**config.mk**
```make
export PLATFORM = sky130hd
export DESIGN_NAME = audio_event_scheduler
export DESIGN_NICKNAME = d
export VERILOG_FILES = /design/src/rtl/audio_pkg.sv /design/src/rtl/edge_detect.sv /design/src/rtl/audio_event_scheduler.sv
export SDC_FILE = /design/constraint.sdc
export NUM_CORES = 1
export LEC_CHECK = 0
export ABC_AREA = 1
export BUFFER_PORTS_ARGS = -buffer_cell sky130_fd_sc_hd__clkbuf_2
export CAP_MARGIN = 30
export CORE_ASPECT_RATIO = 0.7
export CORE_MARGIN = 3
export CORE_UTILIZATION = 45
export CTS_CLUSTER_DIAMETER = 60
export DETAILED_ROUTE_END_ITERATION = 8
export PLACE_DENSITY_LB_ADDON = 0.08
export SLEW_MARGIN = 20
export SYNTH_ARGS = -nofsm -noshare
export SYNTH_HDL_FRONTEND = slang
export SYNTH_SLANG_ARGS = --single-unit
```
**constraint.sdc**
```tcl
create_clock -name clk -period 2.5 [get_ports clk]
set_input_delay 0.625 -clock clk [delete_from_list [all_inputs] [get_ports clk]]
set_output_delay 0.625 -clock clk [all_outputs]
set_load 0.02 [all_outputs]
```
**src/rtl/audio_pkg.sv**
```systemverilog
// ---------------------------------------------------------------------------
// audio_pkg : shared types and constants for the audio event scheduler
// Revision  : 1.0
// ---------------------------------------------------------------------------
`default_nettype none

package audio_pkg;

  typedef enum logic [1:0] {
    IDLE = 2'd0,
    TONE = 2'd1,
    GAP  = 2'd2
  } state_t;

  localparam logic [1:0] TSEL_NONE  = 2'd0;
  localparam logic [1:0] TSEL_MATCH = 2'd1;
  localparam logic [1:0] TSEL_KEY   = 2'd2;
  localparam logic [1:0] TSEL_HALT  = 2'd3;

  localparam logic [16:0] DEF_MATCH_HP = 17'd56818;
  localparam logic [16:0] DEF_KEY_HP   = 17'd28409;
  localparam logic [16:0] DEF_HALT_HP  = 17'd113636;

  // Fixed priority: halt > match > key.
  function automatic logic [1:0] pick_sel(input logic halt, input logic match, input logic key);
    if (halt)       return TSEL_HALT;
    else if (match) return TSEL_MATCH;
    else if (key)   return TSEL_KEY;
    else            return TSEL_NONE;
  endfunction

endpackage

`default_nettype wire

```
**src/rtl/edge_detect.sv**
```systemverilog
// ---------------------------------------------------------------------------
// edge_detect : rising-edge pulse from a level input via one delay register
// Revision    : 1.0
// ---------------------------------------------------------------------------
`default_nettype none

module edge_detect (
  input  logic clk,
  input  logic reset,
  input  logic in_sig,
  output logic pulse
);

  logic in_q;

  // Clearing the delay register on reset makes an input that is already high
  // at release register as an edge on the first clock.
  always_ff @(posedge clk or posedge reset) begin
    if (reset) in_q <= 1'b0;
    else       in_q <= in_sig;
  end

  assign pulse = in_sig & ~in_q;

endmodule

`default_nettype wire

```
**src/rtl/audio_event_scheduler.sv**
```systemverilog
// ---------------------------------------------------------------------------
// audio_event_scheduler : queues match/halt/key events into separated beeps
// Revision              : 1.0
// ---------------------------------------------------------------------------
`default_nettype none

module audio_event_scheduler
  import audio_pkg::*;
#(
  parameter int unsigned TONE_CYCLES = 5000000,
  parameter int unsigned GAP_CYCLES  = 1000000,
  parameter int unsigned HALT_REPEAT = 3,
  parameter logic [16:0] MATCH_HP    = DEF_MATCH_HP,
  parameter logic [16:0] KEY_HP      = DEF_KEY_HP,
  parameter logic [16:0] HALT_HP     = DEF_HALT_HP
) (
  input  logic        clk,
  input  logic        reset,
  input  logic        match_evt,
  input  logic        halt_evt,
  input  logic        key_evt,
  output logic        tone_en,
  output logic [16:0] half_period,
  output logic [1:0]  tone_sel,
  output logic        busy,
  output logic [3:0]  match_pending,
  output logic [7:0]  drop_cnt
);

  localparam int unsigned CNT_MAX = (TONE_CYCLES > GAP_CYCLES) ? TONE_CYCLES : GAP_CYCLES;
  localparam int          CW      = $clog2(CNT_MAX) + 1;

  logic match_ev, halt_ev, key_ev;

  edge_detect u_match_edge (.clk(clk), .reset(reset), .in_sig(match_evt), .pulse(match_ev));
  edge_detect u_halt_edge  (.clk(clk), .reset(reset), .in_sig(halt_evt),  .pulse(halt_ev));
  edge_detect u_key_edge   (.clk(clk), .reset(reset), .in_sig(key_evt),   .pulse(key_ev));

  state_t        state_q, state_d;
  logic [CW-1:0] cnt_q, cnt_d;
  logic [3:0]    match_pending_q, match_pending_d;
  logic [7:0]    drop_cnt_q, drop_cnt_d;
  logic          key_pend_q, key_pend_d;
  logic          halt_pend_q, halt_pend_d;
  logic [2:0]    halt_rem_q, halt_rem_d;
  logic          tone_en_q, tone_en_d;
  logic [16:0]   half_period_q, half_period_d;
  logic [1:0]    tone_sel_q, tone_sel_d;
  logic          busy_q, busy_d;

  logic [1:0]    arb_sel;
  logic          launch, go_gap;
  logic          match_deq, key_deq, halt_deq;

  always_comb begin
    state_d       = state_q;
    cnt_d         = cnt_q;
    halt_rem_d    = halt_rem_q;
    tone_en_d     = tone_en_q;
    half_period_d = half_period_q;
    tone_sel_d    = tone_sel_q;
    launch        = 1'b0;
    go_gap        = 1'b0;
    match_deq     = 1'b0;
    key_deq       = 1'b0;
    halt_deq      = 1'b0;
    arb_sel       = pick_sel(halt_pend_q, match_pending_q != 4'd0, key_pend_q);

    case (state_q)
      IDLE: launch = (arb_sel != TSEL_NONE);
      TONE: begin
        // A pending halt cuts short any non-halt tone; the lost tone is not re-queued.
        if ((halt_pend_q && tone_sel_q != TSEL_HALT) || cnt_q == '0) go_gap = 1'b1;
        else                                                         cnt_d  = cnt_q - 1'b1;
      end
      GAP: begin
        if (cnt_q != '0) begin
          cnt_d = cnt_q - 1'b1;
        end else if (halt_rem_q != 3'd0) begin
          halt_rem_d    = halt_rem_q - 3'd1;
          state_d       = TONE;
          cnt_d         = CW'(TONE_CYCLES - 1);
          tone_en_d     = 1'b1;
          tone_sel_d    = TSEL_HALT;
          half_period_d = HALT_HP;
        end else if (arb_sel != TSEL_NONE) begin
          launch = 1'b1;
        end else begin
          state_d = IDLE;
        end
      end
      default: state_d = IDLE;
    endcase

    if (launch) begin
      state_d    = TONE;
      cnt_d      = CW'(TONE_CYCLES - 1);
      tone_en_d  = 1'b1;
      tone_sel_d = arb_sel;
      case (arb_sel)
        TSEL_HALT: begin
          half_period_d = HALT_HP;
          halt_deq      = 1'b1;
          halt_rem_d    = 3'(HALT_REPEAT - 1);
        end
        TSEL_MATCH: begin
          half_period_d = MATCH_HP;
          match_deq     = 1'b1;
        end
        default: begin
          half_period_d = KEY_HP;
          key_deq       = 1'b1;
        end
      endcase
    end

    if (go_gap) begin
      state_d       = GAP;
      cnt_d         = CW'(GAP_CYCLES - 1);
      tone_en_d     = 1'b0;
      tone_sel_d    = TSEL_NONE;
      half_period_d = 17'd0;
    end

    busy_d = (state_d != IDLE);

    // Simultaneous enqueue and dequeue nets to no change and never drops.
    match_pending_d = match_pending_q;
    drop_cnt_d      = drop_cnt_q;
    if (match_ev && !match_deq) begin
      if (match_pending_q == 4'd15) begin
        if (drop_cnt_q != 8'hFF) drop_cnt_d = drop_cnt_q + 8'd1;
      end else begin
        match_pending_d = match_pending_q + 4'd1;
      end
    end else if (!match_ev && match_deq) begin
      match_pending_d = match_pending_q - 4'd1;
    end

    key_pend_d  = (key_pend_q & ~key_deq) | key_ev;
    halt_pend_d = (halt_pend_q & ~halt_deq) | (halt_ev & (halt_rem_q == 3'd0));
  end

  always_ff @(posedge clk or posedge reset) begin
    if (reset) begin
      state_q         <= IDLE;
      cnt_q           <= '0;
      match_pending_q <= 4'd0;
      drop_cnt_q      <= 8'd0;
      key_pend_q      <= 1'b0;
      halt_pend_q     <= 1'b0;
      halt_rem_q      <= 3'd0;
      tone_en_q       <= 1'b0;
      half_period_q   <= 17'd0;
      tone_sel_q      <= TSEL_NONE;
      busy_q          <= 1'b0;
    end else begin
      state_q         <= state_d;
      cnt_q           <= cnt_d;
      match_pending_q <= match_pending_d;
      drop_cnt_q      <= drop_cnt_d;
      key_pend_q      <= key_pend_d;
      halt_pend_q     <= halt_pend_d;
      halt_rem_q      <= halt_rem_d;
      tone_en_q       <= tone_en_d;
      half_period_q   <= half_period_d;
      tone_sel_q      <= tone_sel_d;
      busy_q          <= busy_d;
    end
  end

  assign tone_en       = tone_en_q;
  assign half_period   = half_period_q;
  assign tone_sel      = tone_sel_q;
  assign busy          = busy_q;
  assign match_pending = match_pending_q;
  assign drop_cnt      = drop_cnt_q;

endmodule

`default_nettype wire

```
# After elaboration in Yosys (flattened, before gate mapping)
# Index checks and enable logic that the tools add are counted.
# classes
n_addsub,5
n_mul,0
div,0
n_lt_le_gt_ge,0
n_eq_ne,11
n_shift,0
mux,51
bitwise_logic,13
n_reduce_logical,24
# op_table
operator,count
24-bit two-way mux,5
17-bit two-way mux,5
24-bit one-hot mux with 2 select lines,1
17-bit one-hot mux with 2 select lines,1
2-bit two-way mux,13
24-bit zero test,1
24-bit nonzero test,1
"24-bit by 1-bit subtractor with 24-bit output, second input constant",1
1-bit two-way mux,16
3-bit two-way mux,5
4-bit two-way mux,3
3-bit AND reduction,3
3-bit nonzero test,3
"8-bit by 1-bit adder with 8-bit output, second input constant",1
"8-bit inequality test, second input constant",1
4-bit nonzero test,2
1-bit bitwise AND,6
2-bit nonzero test,3
"5-bit inequality test, second input constant",1
1-bit NOT,5
"4-bit by 1-bit adder with 4-bit output, second input constant",1
"2-bit by 1-bit equality test with 1-bit output, second input constant",2
"2-bit equality test, second input constant",2
"4-bit equality test, second input constant",1
15 further kinds,21
# word_totals
ff_bits,67
latch_bits,0
ramBits,0
romBits,0
inputBits,5
output_inout_bits,33
word_cells,118
mem_count,0

# Depth between registers and ports, before layout
# Gate-level depths: netlist (run 1).
# depth
word_depth,13
ltp_mapped,18
ltp_nobuf,18

# Cells and area by module
# From an unflattened synthesis (run 1), not the netlist that was laid out.
# hier_totals
hier_cells,434
area_unflattened_um2,3443.3
# by_module_without_submodules
mod,instances,cells_per_inst,area_each_um2,seq_area_each_um2
audio_event_scheduler,1,422,3326.9,1326.3
edge_detect,3,4,38.8,25.0

# Worst setup path after synthesis (run 1)
# OpenSTA, ideal clock, no wires.
# synth_path
path_kind,register to register
start,reg state_q[0]
end,reg match_pending_q[3] (netlist: match_pending[3])
setup_ps,113
arrival_ps,2233
required_ps,2387
path_slack_ps,154
path_stages_with_launch,18
n_path_buf,0
synth_period_minus_slack_ps,2346
cell_sequence,dfrtp_1 -> inv_1 -> ha_1 -> inv_1 -> nor2_1 -> nand4_4 -> nand2_4 -> nand2_2 -> nand2_1 -> ha_1 -> nand2_1 -> nand2_1 -> a31oi_1 -> inv_1 -> nand4_1 -> nand3_1 -> nand2_1 -> inv_1
# synth_via
elab_chain_len,7
word_cells_on_any_way,11
cone_classes,2 x eq/ne; 3 x mux; 6 x reduce/logical
# synth_rtl
item,line_no,text
start: declaration,audio_event_scheduler.sv:39,"state_t state_q, state_d;"
start signal: assignment,audio_event_scheduler.sv:158,state_q <= state_d;
2-bit equality test or 2-bit zero test (tied branches),audio_event_scheduler.sv:69,case (state_q)
1-bit one-hot mux with 2 select lines (*),audio_event_scheduler.sv:69,
1-bit two-way mux (*),audio_event_scheduler.sv:95,if (launch) begin
1-bit zero test,audio_event_scheduler.sv:130,if (match_ev && !match_deq) begin
1-bit logical AND,audio_event_scheduler.sv:130,
2-bit inequality test (no line) or 2-bit nonzero test (tied branches),n/a,
2-bit AND reduction (no line),n/a,
end signal: assignment,audio_event_scheduler.sv:160,match_pending_q <= match_pending_d;
end: declaration,audio_event_scheduler.sv:41,"logic [3:0] match_pending_q, match_pending_d;"
# Mark *: on every way between the ends. The rest lies on a longest branch, timed or not.
# A chain may end at the register's enable or synchronous reset.

# Worst setup path in the final report (run 1)
# Same ends and word-level chain as after synthesis.

==> results.toml, run 1 <==
[route]
dr_wl_met2_mm = 3.16
wl_met3_um = 425
wl_mm = 8.03
drt_iter0_drc = 136
wl_per_cell_um = 13.8
postRouteAntennaNets = 0
highest_layer = "met4"
drc = 0
dr.pass1.iters = 4
m1WireLength_mm = 4.33
num_vias = 2905
via_per_inst = 5.01

[pwr]
p_sw_mw = 0.709
powerDensity_nw_per_um2 = 541
p_int_mw = 1.36
swShare_pct = 34.2
clockPowerShare_pct = 26.3
seqPwrFrac_pct = 52.0
p_leak_nw = 1.92
combPwrFrac_pct = 21.7
irDropWorstVdd_mv = 0.565

[synth]
synth_nets = 462
synthXorXnorAreaFrac_pct = 6.35
muxShareOfSynthArea_pct = 0
ys_seq_elements = 56
synth.area.top_cells = "dfrtp_1 41%, nand2_1 14%, inv_1 5.0%"
yosysTopAreaCell = "dfrtp_1"
synth_compound_area_share_pct = 7.87
async_reset_ff_share_pct = 100
synth-simple-area-share_pct = 31.3
synth_top_family_by_area = "simple AND/OR/NAND/NOR gates"
netlist_area_um2 = 3450
ys_types = 33
yosysTopAreaCellShare_pct = 40.6
synthAdderAreaFrac_pct = 4.21
ys_top_cells_by_count = "126 x nand2_1, 56 x dfrtp_1, 46 x inv_1, 40 x nor2_1, 29 x nand3_1"
yosysSeqAreaShare_pct = 40.6
synth-main-ff-cell = "dfrtp_1"
synth.most_common_cell = "nand2_1"
yosysWarnings = 0
syn_inst = 446
synth.avg_cell_area_um2 = 7.74
synth_edf_count = 0

[critical_path]
path_cells = "inv_1, ha_1, inv_1, nor2_2, nand4_4, nand2_4, nand2_2, nand2_2, ha_1, nand2_1, nand2_1, a31oi_2, inv_1, nand4_1, nand3_1, nand2_1, inv_1"
critPathMaxFanout = 4
cp-start-kind = "register"
rr_startpoint = "state_q[0]$_DFF_PP0_"
reg2reg_depth = 17
critPathCaptureType = "register"
path_class = "register to register"
arrival_ps = 2580
cp.required_ps = 2730
cpMaxStageDelayCell = "dfrtp_1"
cpMostUsedCell = "inv_1"
critPathLaunch = "state_q[0]$_DFF_PP0_"
slowest_delay_ps = 430

[global_route]
antenna_found_initial = 0
grt_pass1_wl_mm = 13.8
grt_pass1_vias = 2709
grt_max_degree = 36
grt_overflow_total = 0
grtUsageTotal_pct = 19.3

[sta]
finalClockSkew_ps = 6.67
worst_slack_ps = 146
relSlewSlack_pct = 51.5
period_minus_slack_ps = 2350
timing.final.crit_share_pct = 94.2
fmax_ghz = 0.425
hold_viol_final = 0
setup-violations-final = 0
worst_pin_slew_ps = 725
slew_viol_final = 0
finalSetupTns_ps = 0

[clocking]
cts_tree = "yes"
cts_made_buffers = 5
clk_pin_slew_ps = 110
clock_latency_ps = 320
cts_hold_buf = 0
clock-root-buffer = "clkbuf_8"
cts.sinks = 56
clock_path_buffers = 2
cts_htree_levels = 2

[hold_path]
hold_path_class = "input port to async pin"

[status]
status = "complete, no violations"

[layout]
area_growth_pct = 10.9
drive_above_1_share_pct = 18.0
fin_util_pct = 51.8
antennaDiodeCount = 0
fin_nets = 497
n_fill_cell = 715
stdcell_count = 580

[place]
dp.cells = 569
pre_cts_ws_ps = 78.6
hpwl_mm = 5.88
place.gp.congestion = 0.901
port_buffers = 37

[die]
io_pins = 38
die_w_um = 111
core_area_um2 = 7380
start_util_pct = 46.7
die_h_um = 79.3
row_count = 26
dieArea_um2 = 8770

[flow_run]
cap_viol_max_count = 0
## final timing paths
path | to | slack [ps]
max | match_pending[3]$_DFFE_PP0P_ | 150
min | half_period[2]$_DFFE_PP0P_ | 300
max reg2reg | match_pending[3]$_DFFE_PP0P_ | 150
min reg2reg | key_pend_q$_DFF_PP0_ | 430
max in group asynchronous | cnt_q[3]$_DFFE_PP0P_ | 1630
min in group clk | u_key_edge.in_q$_DFF_PP0_ | 420
## power groups by stage
stage,Clock (mW),Combinational [mW],Sequential (mW)
floorplan,0,0.220,1.15
global placement,0,0.431,1.09
detailed placement,0,0.434,1.09
CTS,0.561,0.446,1.07
global route,0.603,0.498,1.09
finish,0.545,0.450,1.08
## final cells by class
type	instances	area, µm²	area share, %
Sequential cell	56	1400	36.6
Clock inverter	2	13.8	0.360
Multi-Input combinational cell	321	1740	45.4
Tap cell	98	123	3.20
Inverter	48	180	4.71
Timing Repair Buffer	49	288	7.52
Clock buffer	6	82.6	2.16
## cell usage in the layout (no fill, tap or decap), drive strengths merged
| cell | count |
|---|---|
| nand2 | 132 |
| dfrtp | 56 |
| nor2 | 52 |
| inv | 49 |
| clkbuf | 43 |
| nand3 | 31 |
| o21ai | 25 |
| xor2 | 18 |
| a21oi | 17 |
| nand4 | 13 |
| buf | 12 |
| ha | 10 |
| nor3 | 7 |
| xnor2 | 7 |
| a211oi | 2 |
| a31oi | 2 |
| a21boi | 1 |
| o211ai | 1 |
| o221ai | 1 |
| o22ai | 1 |
| fa | 1 |
| clkinv | 1 |
## cell families (layout without fill, tap and decap cells)
logic type      Yosys count  after routing
compound gates           50             50
xor+xnor                 25             25
fa+ha+maj                11             11
buf+inv                  69            105
flops                    56             56
simple gates            235            235
## registers in the layout (all words and copies together) (netlist names)
signal and flops:
key_pend_q 1, cnt_q 24, state_q 2, drop_cnt 8, busy 1, match_pending 4
tone_sel 2, u_match_edge.in_q 1, halt_pend_q 1, u_key_edge.in_q 1, half_period 7, u_halt_edge.in_q 1
halt_rem_q 3
## worst max-delay path, delay by kind of cell (launching register included)
family,cells,cell delay [ps]
AOI/OAI and AO/OA,1,160
and+or+nand+nor,10,940
DFF,1,430
buffers and inverters,4,260
adders and majority gates,2,440
## what timing repair did
| action | 4_1_cts | 5_1_grt |
|---|---|---|
| hold endpoints to repair | 0 | 0 |
| buffers inserted | 0 | 3 |
| endpoints found under the setup margin | 0 | 1 |
| gates resized for setup | 0 | 6 |
## metrics by stage
stage / hold WS [ps] / cell area [µm²] / power [mW]
final: 297 / 3830 / 2.07
after global routing: 322 / 3830 / 2.19
after CTS: 313 / 3780 / 2.08
after detailed placement: 419 / 3690 / 1.53
after global placement: 420 / 3690 / 1.52
after floorplan: 400 / 3450 / 1.37
## routing by layer
| layer | up-vias | track usage, % |
|---|---|---|
| met3 | 10 | 3.96 |
| met2 | 66 | 28.3 |
| met1 | 1351 | 28.9 |
| li1 | 1478 | - |
| met5 | - | 0 |
| met4 | 0 | 5.17 |
No activity file was read; power rests on OpenSTA's default activity.
==> run 2: changes to the inputs <==
clock period = 2 ns   (was 2.5 ns; I/O delays follow)
==> run 2 against run 1 <==
Net effect: the run now ends with negative setup slack left; sequential power increased by 20%; setup slack got worse by 210 ps; die area unchanged; first-iteration DRC count increased by 20%; register-to-register slack got worse by 210 ps; via count increased by 9.2%; wire length increased by 9.8%; flip-flop and latch count unchanged; total power increased by 35%; final cell count increased by 12%; clock-buffer cell count decreased by 1; largest power group unchanged; highest routed layer unchanged.
==> results.toml, run 2 (synthesized netlist as in run 1, its figures left out) <==
[place]
hpwl_mm = 6.74
pre_cts_ws_ps = -96.3
port_buffers = 37
place.gp.congestion = 0.903
dp.cells = 632
dpl_cell_area_um2 = 4230

[critical_path]
rr_startpoint = "cnt_q[16]$_DFFE_PP0P_"
cp.required_ps = 2210
critPathCaptureType = "register"
critPathLaunch = "cnt_q[16]$_DFFE_PP0P_"
path_cells = "nor2_2, nand2_2, nor2_4, nand4_4, nand2_4, nand2_4, nand2_4, ha_4, nand2_2, nand2_2, a31oi_4, inv_1, nand4_1, nand3_1, nand2_1, inv_1"
path_class = "register to register"
slowest_delay_ps = 400
arrival_ps = 2280
cp-start-kind = "register"
critPathMaxFanout = 3
cpMaxStageDelayCell = "dfrtp_1"

[sta]
setup-violations-final = 1
relSlewSlack_pct = 69.3
timing.final.crit_share_pct = 103
finalClockSkew_ps = 7.90
finalSetupTns_ps = -63.2
holdWs_ps = 176
slew_viol_final = 0
worst_pin_slew_ps = 460
worst_slack_ps = -63.2
fmax_ghz = 0.485
rsz0062_at_grt = "yes"
period_minus_slack_ps = 2060
hold_viol_final = 0

[clocking]
cts_made_buffers = 5
clk_pin_slew_ps = 110
cts_htree_levels = 2
clock_latency_ps = 300
cts.sinks = 56
cts_tree = "yes"
clock-root-buffer = "clkbuf_8"
clock_path_buffers = 2

[global_route]
grt_overflow_total = 0
grt_pass1_wl_mm = 14.6
grtUsageTotal_pct = 20.3
grt_pass1_vias = 3002
grt_max_degree = 25
antenna_found_initial = 0

[layout]
final_common_cell = "nand2_1"
fin_area_um2 = 4520
largest_register_ff_count = 24
seq_area_um2 = 1400
largest-register = "cnt_q"
multi_input_area_um2 = 1890
mostFrequentLayoutCells = "115 x nand2_1, 79 x buf_4, 56 x dfrtp_1"
area_growth_pct = 31.1
n_fill_cell = 694
antennaDiodeCount = 0
drive_above_1_share_pct = 33.8
fin_nets = 566
stdcell_count = 649

[route]
dr.pass1.iters = 4
wl_mm = 8.82
num_vias = 3171
postRouteAntennaNets = 0
wl_per_cell_um = 13.6
via_per_inst = 4.89
drc = 0
drt_iter0_drc = 163

[pwr]
clockPowerShare_pct = 26.7
p_leak_nw = 2.27
p_sw_mw = 0.910
combPwrFrac_pct = 26.9
seqPwrFrac_pct = 46.4
p_int_mw = 1.89
powerDensity_nw_per_um2 = 619
swShare_pct = 32.5
irDropWorstVdd_mv = 0.758

[die]
start_util_pct = 46.7
core_area_um2 = 7380
die_h_um = 79.3
dieArea_um2 = 8770
row_count = 26
io_pins = 38
die_w_um = 111

[flow_run]
cap_viol_max_count = 0

[status]
violations = "negative setup slack"
status = "finished with violations"

[hold_path]
hold_path_class = "input port to async pin"
==> run 2: metrics by stage <==
stage	power, mW	utilization [%]
final	2.80	61.3
after detailed placement	2.00	57.3
after floorplan	1.73	-
after CTS	2.76	59.5
after global routing	2.96	61.3
after global placement	1.98	57.3
==> run 2: worst paths after layout <==
kind	endpoint	cells past startpoint	slack [ps]
setup / recovery	match_pending[3]$_DFFE_PP0P_	16	-60
hold / removal	half_period[2]$_DFFE_PP0P_	2	180
setup reg to reg	match_pending[3]$_DFFE_PP0P_	16	-60
hold reg to reg	key_pend_q$_DFF_PP0_	1	430
max in group asynchronous	cnt_q[19]$_DFFE_PP0P_	3	1250
min in group clk	u_match_edge.in_q$_DFF_PP0_	1	310
==> run 2: cell type report <==
type | instances | share of cell area [%]
well taps | 98 | 2.71
clock inverters | 3 | 0.941
inverters | 48 | 4.04
repair buffers | 118 | 18.1
flip-flops and latches | 56 | 31.0
clock buffers | 5 | 1.52
multi-input cells | 321 | 41.7
==> run 2: repair_timing <==
item | in CTS | in global routing
setup endpoints to repair | 1 | 22
hold buffers | 0 | 0
setup buffers | 2 | 8
pin swaps | 10 | 20
resized for setup | 16 | 21
==> run 2: per-layer routing <==
metal  vias up  track usage (%)  part of all wire [%]
li1       1625                -                     -
met1      1473             31.0                    53
met2        71             30.5                    41
met3         2             3.35                   4.9
met4         0             3.57                  0.43
met5         -                0                     0
==> run 2: power by group through the flow <==
stage	Clock (mW)	Combinational (mW)	Sequential (mW)
final	0.747	0.753	1.30
after global routing	0.818	0.836	1.31
after CTS	0.769	0.701	1.29
after detailed placement	0	0.687	1.31
after global placement	0	0.672	1.31
after floorplan	0	0.286	1.44
==> run 2: critical path: cells and delay by family (launching register included) <==
kind                     cells  cell delay (ps)
AO/OA/AOI/OAI                1              150
adder cells (fa/ha/maj)      1              220
flip-flops                   1              400
AND/OR/NAND/NOR             12             1120
buffers and inverters        2               90
